**src/rtl/dmem_access_ctrl_if.sv**
```systemverilog
// Bus bundle for the data-memory access controller.
// Carries both requester ports (valid/we/addr/be/wdata in, ready out),
// the per-port response pulses with the shared response data/error, and the
// single-port memory side (addr/wdata/rw out, combinational rdata in).
//   master : requesters plus the memory model (drives requests and mem_rdata)
//   slave  : the controller itself
interface dmem_access_ctrl_if #(
    parameter int DATA_W = 32,
    parameter int ADDR_W = 32
);
    logic              req0_valid;
    logic              req0_we;
    logic [ADDR_W-1:0] req0_addr;
    logic [3:0]        req0_be;
    logic [DATA_W-1:0] req0_wdata;
    logic              req0_ready;

    logic              req1_valid;
    logic              req1_we;
    logic [ADDR_W-1:0] req1_addr;
    logic [3:0]        req1_be;
    logic [DATA_W-1:0] req1_wdata;
    logic              req1_ready;

    logic              rsp0_valid;
    logic              rsp1_valid;
    logic [DATA_W-1:0] rsp_rdata;
    logic              rsp_err;

    logic [31:0]       mem_addr;
    logic [DATA_W-1:0] mem_wdata;
    logic              mem_rw;
    logic [DATA_W-1:0] mem_rdata;

    modport master (
        output req0_valid, req0_we, req0_addr, req0_be, req0_wdata,
        input  req0_ready,
        output req1_valid, req1_we, req1_addr, req1_be, req1_wdata,
        input  req1_ready,
        input  rsp0_valid, rsp1_valid, rsp_rdata, rsp_err,
        input  mem_addr, mem_wdata, mem_rw,
        output mem_rdata
    );

    modport slave (
        input  req0_valid, req0_we, req0_addr, req0_be, req0_wdata,
        output req0_ready,
        input  req1_valid, req1_we, req1_addr, req1_be, req1_wdata,
        output req1_ready,
        output rsp0_valid, rsp1_valid, rsp_rdata, rsp_err,
        output mem_addr, mem_wdata, mem_rw,
        input  mem_rdata
    );
endinterface

```
**src/rtl/dmem_access_ctrl.sv**
```systemverilog
// Data-memory access controller: arbitrates two requesters (port 0 CPU,
// port 1 debug/loader) onto one single-port word memory, one operation in
// flight. Partial stores are done as read-modify-write.
// Ports:
//   clk  rising-edge clock
//   rst  synchronous active-high reset (also blanks all outputs while high)
//   bus  dmem_access_ctrl_if slave: request ports, response pulses, memory side
//
// state | meaning
// IDLE  | waiting; grants one valid request and latches it
// RD    | memory read of the target word (loads, partial stores)
// WR    | single-cycle memory write of full or merged word
// RESP  | one-cycle response pulse to the latched port
module dmem_access_ctrl #(
    parameter int DATA_W      = 32,
    parameter int ADDR_W      = 32,
    parameter int WORD_ADDR_W = 3,
    parameter int RR_EN       = 1
) (
    input  logic              clk,
    input  logic              rst,
    dmem_access_ctrl_if.slave bus
);

    typedef enum logic [1:0] {IDLE, RD, WR, RESP} state_t;

    state_t                 state_q, state_d;
    logic                   cmd_we, cmd_err, cmd_port, last_grant;
    logic [WORD_ADDR_W-1:0] cmd_idx;
    logic [3:0]             cmd_be;
    logic [DATA_W-1:0]      cmd_wdata;
    logic [DATA_W-1:0]      word_q;

    logic                   any_valid, grant_sel, accept;
    logic                   sel_we, sel_err;
    logic [ADDR_W-1:0]      sel_addr;
    logic [3:0]             sel_be;
    logic [DATA_W-1:0]      sel_wdata;
    logic [DATA_W-1:0]      merged;

    logic                   ready0, ready1, rsp0, rsp1, rsp_err_c, mem_rw_c;
    logic [DATA_W-1:0]      rsp_rdata_c, mem_wdata_c;
    logic [31:0]            mem_addr_c;
    logic                   unused_addr_lsbs;

    assign any_valid = bus.req0_valid | bus.req1_valid;

    // Tie goes to the port that did not win last time; a lone request always wins.
    always_comb begin
        if (bus.req0_valid && bus.req1_valid)
            grant_sel = (RR_EN != 0) ? ~last_grant : 1'b0;
        else
            grant_sel = bus.req1_valid;
    end

    assign sel_we    = grant_sel ? bus.req1_we    : bus.req0_we;
    assign sel_addr  = grant_sel ? bus.req1_addr  : bus.req0_addr;
    assign sel_be    = grant_sel ? bus.req1_be    : bus.req0_be;
    assign sel_wdata = grant_sel ? bus.req1_wdata : bus.req0_wdata;
    assign sel_err   = |sel_addr[ADDR_W-1:WORD_ADDR_W+2];

    // Byte address lanes select nothing in a word memory.
    assign unused_addr_lsbs = ^sel_addr[1:0];

    always_comb begin
        merged = '0;
        for (int k = 0; k < 4; k++)
            merged[8*k +: 8] = cmd_be[k] ? cmd_wdata[8*k +: 8] : bus.mem_rdata[8*k +: 8];
    end

    always_comb begin
        state_d     = state_q;
        accept      = 1'b0;
        rsp0        = 1'b0;
        rsp1        = 1'b0;
        rsp_rdata_c = '0;
        rsp_err_c   = 1'b0;
        mem_rw_c    = 1'b0;
        mem_addr_c  = '0;
        mem_wdata_c = '0;
        case (state_q)
            IDLE: begin
                if (any_valid) begin
                    accept = 1'b1;
                    if (sel_err || (sel_we && sel_be == 4'h0))
                        state_d = RESP;
                    else if (!sel_we || sel_be != 4'hF)
                        state_d = RD;
                    else
                        state_d = WR;
                end
            end
            RD: begin
                mem_addr_c = 32'(cmd_idx);
                state_d    = cmd_we ? WR : RESP;
            end
            WR: begin
                mem_rw_c    = 1'b1;
                mem_addr_c  = 32'(cmd_idx);
                mem_wdata_c = word_q;
                state_d     = RESP;
            end
            RESP: begin
                rsp0        = ~cmd_port;
                rsp1        = cmd_port;
                rsp_rdata_c = (!cmd_we && !cmd_err) ? word_q : '0;
                rsp_err_c   = cmd_err;
                state_d     = IDLE;
            end
            default: state_d = IDLE;
        endcase
        // Reset blanks everything in the same cycle, including a write in progress.
        if (rst) begin
            accept      = 1'b0;
            rsp0        = 1'b0;
            rsp1        = 1'b0;
            rsp_rdata_c = '0;
            rsp_err_c   = 1'b0;
            mem_rw_c    = 1'b0;
            mem_addr_c  = '0;
            mem_wdata_c = '0;
        end
    end

    assign ready0 = accept & ~grant_sel;
    assign ready1 = accept & grant_sel;

    always_ff @(posedge clk) begin
        if (rst) begin
            state_q    <= IDLE;
            last_grant <= 1'b1;
            cmd_we     <= 1'b0;
            cmd_err    <= 1'b0;
            cmd_port   <= 1'b0;
            cmd_idx    <= '0;
            cmd_be     <= '0;
            cmd_wdata  <= '0;
            word_q     <= '0;
        end else begin
            state_q <= state_d;
            if (accept) begin
                cmd_we     <= sel_we;
                cmd_err    <= sel_err;
                cmd_port   <= grant_sel;
                cmd_idx    <= sel_addr[WORD_ADDR_W+1:2];
                cmd_be     <= sel_be;
                cmd_wdata  <= sel_wdata;
                last_grant <= grant_sel;
                // Full stores go straight to WR with this word.
                word_q     <= sel_wdata;
            end else if (state_q == RD) begin
                word_q <= cmd_we ? merged : bus.mem_rdata;
            end
        end
    end

    assign bus.req0_ready = ready0;
    assign bus.req1_ready = ready1;
    assign bus.rsp0_valid = rsp0;
    assign bus.rsp1_valid = rsp1;
    assign bus.rsp_rdata  = rsp_rdata_c;
    assign bus.rsp_err    = rsp_err_c;
    assign bus.mem_rw     = mem_rw_c;
    assign bus.mem_addr   = mem_addr_c;
    assign bus.mem_wdata  = mem_wdata_c;

endmodule
```
**src/flat_wrapper.sv**
```systemverilog
// flat-port wrapper written by rule: the top's interface ports become plain ports
module dmem_access_ctrl_flat 
#(
    parameter int DATA_W      = 32,
    parameter int ADDR_W      = 32,
    parameter int WORD_ADDR_W = 3,
    parameter int RR_EN       = 1
)
  (clk, rst, bus_req0_valid, bus_req0_we, bus_req0_addr, bus_req0_be, bus_req0_wdata, bus_req0_ready, bus_req1_valid, bus_req1_we, bus_req1_addr, bus_req1_be, bus_req1_wdata, bus_req1_ready, bus_rsp0_valid, bus_rsp1_valid, bus_rsp_rdata, bus_rsp_err, bus_mem_addr, bus_mem_wdata, bus_mem_rw, bus_mem_rdata);
  dmem_access_ctrl_if #(.DATA_W(DATA_W), .ADDR_W(ADDR_W)) bus_i ();
  input  logic clk;
  input  logic rst;
  input wire logic [$bits(bus_i.req0_valid)-1:0] bus_req0_valid;
  input wire logic [$bits(bus_i.req0_we)-1:0] bus_req0_we;
  input wire logic [$bits(bus_i.req0_addr)-1:0] bus_req0_addr;
  input wire logic [$bits(bus_i.req0_be)-1:0] bus_req0_be;
  input wire logic [$bits(bus_i.req0_wdata)-1:0] bus_req0_wdata;
  output wire logic [$bits(bus_i.req0_ready)-1:0] bus_req0_ready;
  input wire logic [$bits(bus_i.req1_valid)-1:0] bus_req1_valid;
  input wire logic [$bits(bus_i.req1_we)-1:0] bus_req1_we;
  input wire logic [$bits(bus_i.req1_addr)-1:0] bus_req1_addr;
  input wire logic [$bits(bus_i.req1_be)-1:0] bus_req1_be;
  input wire logic [$bits(bus_i.req1_wdata)-1:0] bus_req1_wdata;
  output wire logic [$bits(bus_i.req1_ready)-1:0] bus_req1_ready;
  output wire logic [$bits(bus_i.rsp0_valid)-1:0] bus_rsp0_valid;
  output wire logic [$bits(bus_i.rsp1_valid)-1:0] bus_rsp1_valid;
  output wire logic [$bits(bus_i.rsp_rdata)-1:0] bus_rsp_rdata;
  output wire logic [$bits(bus_i.rsp_err)-1:0] bus_rsp_err;
  output wire logic [$bits(bus_i.mem_addr)-1:0] bus_mem_addr;
  output wire logic [$bits(bus_i.mem_wdata)-1:0] bus_mem_wdata;
  output wire logic [$bits(bus_i.mem_rw)-1:0] bus_mem_rw;
  input wire logic [$bits(bus_i.mem_rdata)-1:0] bus_mem_rdata;
  assign bus_i.req0_valid = bus_req0_valid;
  assign bus_i.req0_we = bus_req0_we;
  assign bus_i.req0_addr = bus_req0_addr;
  assign bus_i.req0_be = bus_req0_be;
  assign bus_i.req0_wdata = bus_req0_wdata;
  assign bus_req0_ready = bus_i.req0_ready;
  assign bus_i.req1_valid = bus_req1_valid;
  assign bus_i.req1_we = bus_req1_we;
  assign bus_i.req1_addr = bus_req1_addr;
  assign bus_i.req1_be = bus_req1_be;
  assign bus_i.req1_wdata = bus_req1_wdata;
  assign bus_req1_ready = bus_i.req1_ready;
  assign bus_rsp0_valid = bus_i.rsp0_valid;
  assign bus_rsp1_valid = bus_i.rsp1_valid;
  assign bus_rsp_rdata = bus_i.rsp_rdata;
  assign bus_rsp_err = bus_i.rsp_err;
  assign bus_mem_addr = bus_i.mem_addr;
  assign bus_mem_wdata = bus_i.mem_wdata;
  assign bus_mem_rw = bus_i.mem_rw;
  assign bus_i.mem_rdata = bus_mem_rdata;
  dmem_access_ctrl #(.DATA_W(DATA_W), .ADDR_W(ADDR_W), .WORD_ADDR_W(WORD_ADDR_W), .RR_EN(RR_EN)) u_core (.clk(clk), .rst(rst), .bus(bus_i));
endmodule
```
**config.mk**
```make
export PLATFORM = sky130hd
export DESIGN_NAME = dmem_access_ctrl_flat
export DESIGN_NICKNAME = d
export VERILOG_FILES = /design/src/rtl/dmem_access_ctrl_if.sv /design/src/rtl/dmem_access_ctrl.sv /design/src/flat_wrapper.sv
export SDC_FILE = /design/constraint.sdc
export NUM_CORES = 1
export LEC_CHECK = 0
export CORE_ASPECT_RATIO = 1.75
export CORE_MARGIN = 3
export CORE_UTILIZATION = 40
export DETAILED_ROUTE_END_ITERATION = 16
export HOLD_SLACK_MARGIN = 0.08
export PLACE_DENSITY = 0.86
export SLEW_MARGIN = 30
export SYNTH_ARGS = -nofsm -noshare
export SYNTH_HDL_FRONTEND = slang
export SYNTH_SLANG_ARGS = --single-unit
```
**constraint.sdc**
```tcl
create_clock -name clk -period 3.1 [get_ports clk]
set_input_delay 0.93 -clock clk [delete_from_list [all_inputs] [get_ports clk]]
set_output_delay 0.93 -clock clk [all_outputs]
set_load 0.03 [all_outputs]
```
==> results of run 1 <==
-- logic make-up after synthesis --
logic type / after synthesis / synth area share
adders and majority gates: 5 / 0.01394
and+or+nand+nor: 247 / 0.2592
DFF: 77 / 0.3434
muxes: 35 / 0.07832
other: 1 / 0.0008353
AOI/OAI and AO/OA: 150 / 0.2129
buffers and inverters: 75 / 0.09142
-- worst reg2reg max path, delay by kind of cell, from the launching register on --
kind,cells,cell delay (ps)
compound gates,4,750
buf+inv,1,280
flops,1,440
mux,1,360
-- cells in the final DEF (no fill, tap or decap), types with 23 or more instances in the layout --
| cell type | count |
|---|---|
| a21oi_1 | 62 |
| a31oi_1 | 23 |
| and2_1 | 67 |
| buf_4 | 88 |
| clkdlybuf4s50_1 | 168 |
| conb_1 | 29 |
| dfxtp_1 | 77 |
| mux2i_1 | 34 |
| nand2_1 | 85 |
| nor2_1 | 64 |
| o21a_1 | 47 |
-- path summary, 6_finish.rpt --
| check | depth (start not counted) | endpoint | slack (ps) | start |
|---|---|---|---|---|
| setup / recovery | 4 | bus_req0_ready | 110 | bus_req0_valid |
| hold / removal | 1 | u_core.cmd_wdata[10] | 460 | u_core.cmd_wdata[10] |
| setup reg to reg | 6 | u_core.state_q[0] | 1180 | u_core.last_grant |
| hold reg to reg | 1 | u_core.cmd_wdata[10] | 460 | u_core.cmd_wdata[10] |
-- cells in the mapped netlist, drive strengths merged --
cell	n	area, um^2
a31oi	23	143.9
inv	5	18.77
nand2	85	319.1
dfxtp	77	1541
o21a	47	352.8
nor4	12	75.07
o22a	1	8.760
nand3	1	5.000
a21bo	1	10.01
clkbuf	28	105.1
nor3	7	35.03
nor2b	3	18.77
o21ai	3	15.01
nand4	5	31.28
a21boi	1	11.26
a211oi	3	22.52
o311ai	1	8.760
nand2b	1	6.260
mux2	1	11.26
mux2i	34	340.3
ha	5	62.56
buf	42	286.5
o2111a	1	11.26
nor2	64	240.2
conb	1	3.750
and3	1	6.260
a21oi	62	310.3
and2	67	419.2
a311oi	7	61.31
nand3b	1	7.510
-- sequential cells by signal, indices dropped and copies added, names as in the netlist --
name / cells
u_core.cmd_we: 1
u_core.state_q: 2
u_core.word_q: 32
u_core.last_grant: 1
u_core.cmd_idx: 3
u_core.cmd_port: 1
u_core.cmd_wdata: 32
u_core.cmd_err: 1
u_core.cmd_be: 4
-- metrics by stage --
step	hold slack, ps	setup slack, ps	area [um^2]
2_1_floorplan	440.0	139.2	4599
3_3_place_gp	445.4	115.5	6807
3_5_place_dp	452.1	118.8	6807
4_1_cts	465.3	109.8	7086
5_1_grt	478.0	57.29	7086
6_report	463.4	110.3	7086
-- power groups by stage --
stage	Sequential [mW]	Clock, mW	Combinational (mW)
finish	1.53	0.962	1.92
global route	1.57	1.03	2.13
CTS	1.53	0.982	1.93
detailed placement	1.55	0	1.92
global placement	1.53	0	1.83
floorplan	1.46	0	1.30
-- area by class of cell --
class,count,area [um^2]
inverters,5,18.77
clock inverters,1,5.005
repair buffers,260,2407
well taps,130,162.7
multi-input cells,466,2676
fillers,968,3737
flip-flops and latches,77,1541
clock buffers,14,274.0
-- layer usage --
layer / track usage / vias up / share of wire
li1: - / 2418 / -
met4: 0.1228 / 0 / 0.041
met2: 0.4722 / 253 / 0.56
met3: 0.04009 / 46 / 0.066
met1: 0.2273 / 2319 / 0.33
met5: 0 / - / 0
==> impl_metrics.ini, run 1 <==
[clock_network]
cts_tree = yes
post-cts-setup-buffer-count = 0
htreeDepth = 3
numCtsBuffers = 9
cts_resized = 0
cts_hold_buf = 0
path_clk_slew_ps = 50
clkSinkCount = 77
cts-root-buf = clkbuf_16
clk_path_buf_depth = 2
clock_latency_ps = 330

[logic_synthesis]
syn_avg_cell_area_um2 = 7.609
ys_ff_latch = 77
yosysSeqAreaShare = 0.3434
ys_types = 33
yosysWarnings = 0
synth_area_mm2 = 0.004489
syn_inst = 590

[power_and_ir_drop]
power-per-cell-area_mw_per_mm2 = 623.1
power_mw = 4.415
p_int_mw = 2.758
clkPwrFrac = 0.218
power.switching_mw = 1.657
seq_power_share = 0.347
p_leak_nw = 3.219
vdd_drop_max_mv = 0.3451
switching_share = 0.3754
combPwrFrac = 0.435

[drt]
vias = 5036
drt-wirelength-per-cell_um = 16.23
first_pass_iters = 4
vias_per_cell = 5.284
drt-initial-drc-count = 172
totalWireLength_um = 15470
ant_nets = 0
drc = 0

[worst_setup_path]
cp.arrival_ps = 2060
path_cells = clkdlybuf4s50_1 -> o21ai_2 -> nor3_1 -> buf_4
path_max_fanout = 4
start_kind = input pin
cp-end-kind = output port
slowest_delay_ps = 600
crit_type = in2out
slowest_stage = clkdlybuf4s50_1
critPathBufInv = 2
worstPathRequired_ps = 2170
crit_family = buffers and inverters

[timing]
tightestPinTransition_ps = 661.5
maxSlewHeadroom = 0.5590
period_needed_ps = 2990
slew_violations = 0
fin_tns_setup_ps = 0
fin_skew_ps = 4.367
clock.fmax_mhz = 334.5
rsz0062_at_grt = false
hold_viol = 0
setup_viol = 0
post-route-period-util = 0.9644

[placement]
port_buffers = 242
gp_congestion = 0.8461
post-dp-hpwl_um = 12420
dp.cells = 938

[floorplan]
dieHeight_um = 146.1
start_util = 0.4148
rows = 50
design.die.area_mm2 = 0.01258
ioPinCount = 276
die_width_um = 86.09
coreArea_mm2 = 0.01082

[final_layout]
n_antenna_cell = 0
drive_gt1_frac = 0.1361
area_growth_pct = 57.83
utilization = 0.6547
final_cells = 953
nets = 998

[global_routing]
grt_pass1_vias = 5257
grt_overflow_total = 0
grt_use_total = 0.2405
grt_max_degree = 65
grt_pass1_wl_um = 24110
antenna_found_initial = 0

[worst_hold_path]
worstHoldPathType = reg2reg

[run]
maxCapViolations = 0

[outcome]
outcome = finished, final reports clean
No activity file was read; power rests on OpenSTA's default activity.
==> inputs of run 2 (changes only) <==
CORE_UTILIZATION = 34   (was 40)
PLACE_DENSITY = 0.78   (was 0.86)
clock period = 2.75 ns   (was 3.1 ns; I/O delays follow)
==> impl_metrics.ini, run 2 (synthesis gave the netlist of run 1 again) <==
[timing]
tightestPinTransition_ps = 551.6
fin_tns_setup_ps = 0
slew_violations = 0
maxSlewHeadroom = 0.6314
clock.fmax_mhz = 373.9
hold_ws_ps = 460.2
fin_skew_ps = 5.121
hold_viol = 0
rsz0062_at_grt = false
period_needed_ps = 2674
setup_viol = 0
post-route-period-util = 0.9725

[floorplan]
dieHeight_um = 158.0
rows = 54
coreArea_mm2 = 0.01270
die_width_um = 92.86
ioPinCount = 276
start_util = 0.3534
design.die.area_mm2 = 0.01467

[drt]
ant_nets = 0
drc = 0
drt-wirelength-per-cell_um = 14.73
vias = 4900
totalWireLength_um = 14670
drt-initial-drc-count = 130
first_pass_iters = 5
vias_per_cell = 4.920

[clock_network]
htreeDepth = 3
clock_latency_ps = 330
numCtsBuffers = 9
cts-root-buf = clkbuf_16
cts_hold_buf = 0
cts_tree = yes
path_clk_slew_ps = 50
clkSinkCount = 77
clk_path_buf_depth = 2

[placement]
port_buffers = 242
gp_congestion = 0.8047
post-dp-hpwl_um = 11760

[global_routing]
grt_pass1_wl_um = 22660
grt_max_degree = 52
grt_overflow_total = 0
antenna_found_initial = 0
grt_use_total = 0.1968
grt_pass1_vias = 4690

[final_layout]
fill_cells = 1204
drive_gt1_frac = 0.1437
area_growth_pct = 60.34
n_antenna_cell = 0
nets = 1003
top_regs = u_core.cmd_wdata (32), u_core.word_q (32), u_core.cmd_be (4)
layout_common_cells = 167 x clkdlybuf4s50_1, 91 x buf_4, 85 x nand2_1, 77 x dfxtp_1, 67 x and2_1
layout_commonest_cell = clkdlybuf4s50_1

[power_and_ir_drop]
power-per-cell-area_mw_per_mm2 = 693.8
p_leak_nw = 3.251
power_mw = 4.994
vdd_drop_max_mv = 0.4005

[worst_setup_path]
cp-end-kind = output port
path_max_fanout = 3
worstPathRequired_ps = 1930
crit_type = in2out
start_kind = input pin
cp.arrival_ps = 1850

[outcome]
outcome = finished, final reports clean

[worst_hold_path]
worstHoldPathType = reg2reg

[run]
maxCapViolations = 0
## run 2: cell types whose count changed in the layout (fill, tap and decap cells not counted), sizes merged
cell           delta
bufinv            +1
clkinv            +2
clkbuf            -3
dlygate4sd2       +1
clkdlybuf4s50     -1
buf               +5
## run 2: layer usage
metal / routed length, um / vias up / global-route usage / part of all wire
li1: - / 2430 / - / -
met1: 5172 / 2253 / 0.1978 / 0.35
met2: 8359 / 199 / 0.3939 / 0.57
met3: 835 / 18 / 0.03757 / 0.057
met4: 301 / 0 / 0.06709 / 0.021
met5: 0 / - / 0 / 0
## run 2: final cells by class
cell class | count | area (um^2) | area share
clock buffer | 11 | 242.7 | 0.03372
clock inverter | 4 | 48.80 | 0.006779
inverter | 5 | 18.77 | 0.002607
multi-input combinational | 466 | 2685 | 0.3730
sequential | 77 | 1541 | 0.2141
tap | 168 | 210.2 | 0.02920
timing repair buffer | 265 | 2451 | 0.3405
## run 2: path summary, 6_finish.rpt
check	from	endpoint	slack (ps)	cells past startpoint
hold / removal	u_core.cmd_wdata[26]	u_core.cmd_wdata[26]	460	1
setup reg to reg	u_core.last_grant	u_core.state_q[0]	980	6
hold reg to reg	u_core.cmd_wdata[26]	u_core.cmd_wdata[26]	460	1
setup / recovery	bus_req1_valid	bus_req1_ready	80	5
## run 2: through the flow
step | cell area [um^2] | cells | utilization | setup slack (ps)
after global routing | 7198 | 996 | 0.5667 | 8.760
final | 7198 | 996 | 0.5667 | 75.55
after floorplan | 4599 | 618 | - | -0.8138
after CTS | 7182 | 996 | 0.5654 | 23.84
after detailed placement | 6892 | 981 | 0.5426 | -48.29
after global placement | 6892 | 981 | 0.5426 | -5.533
## run 2: report_power, final
part	switching (mW)	internal (mW)
combinational	1.16	0.964
clock	0.428	0.720
sequential	0.239	1.48
total	1.83	3.16
## run 2: worst max-delay path, stage by stage
cell,delay (ps)
clkdlybuf4s50_1,490
buf_4,120
o21ai_2,70
nor3_2,150
buf_4,180
## run 2: repair_timing
| action | 4_1_cts | 5_1_grt |
|---|---|---|
| resized for setup | 1 | 4 |
| pin swaps | 0 | 1 |
| buffers inserted | 0 | 0 |
| endpoints found under the setup margin | 1 | 23 |
==> inputs of run 3 (changes only) <==
CTS_CLUSTER_DIAMETER = 150   (was unset)
SLEW_MARGIN = unset   (was 30)
==> results of run 3 <==
Same layout as run 2: the final DEF is identical, and so are final timing and power.
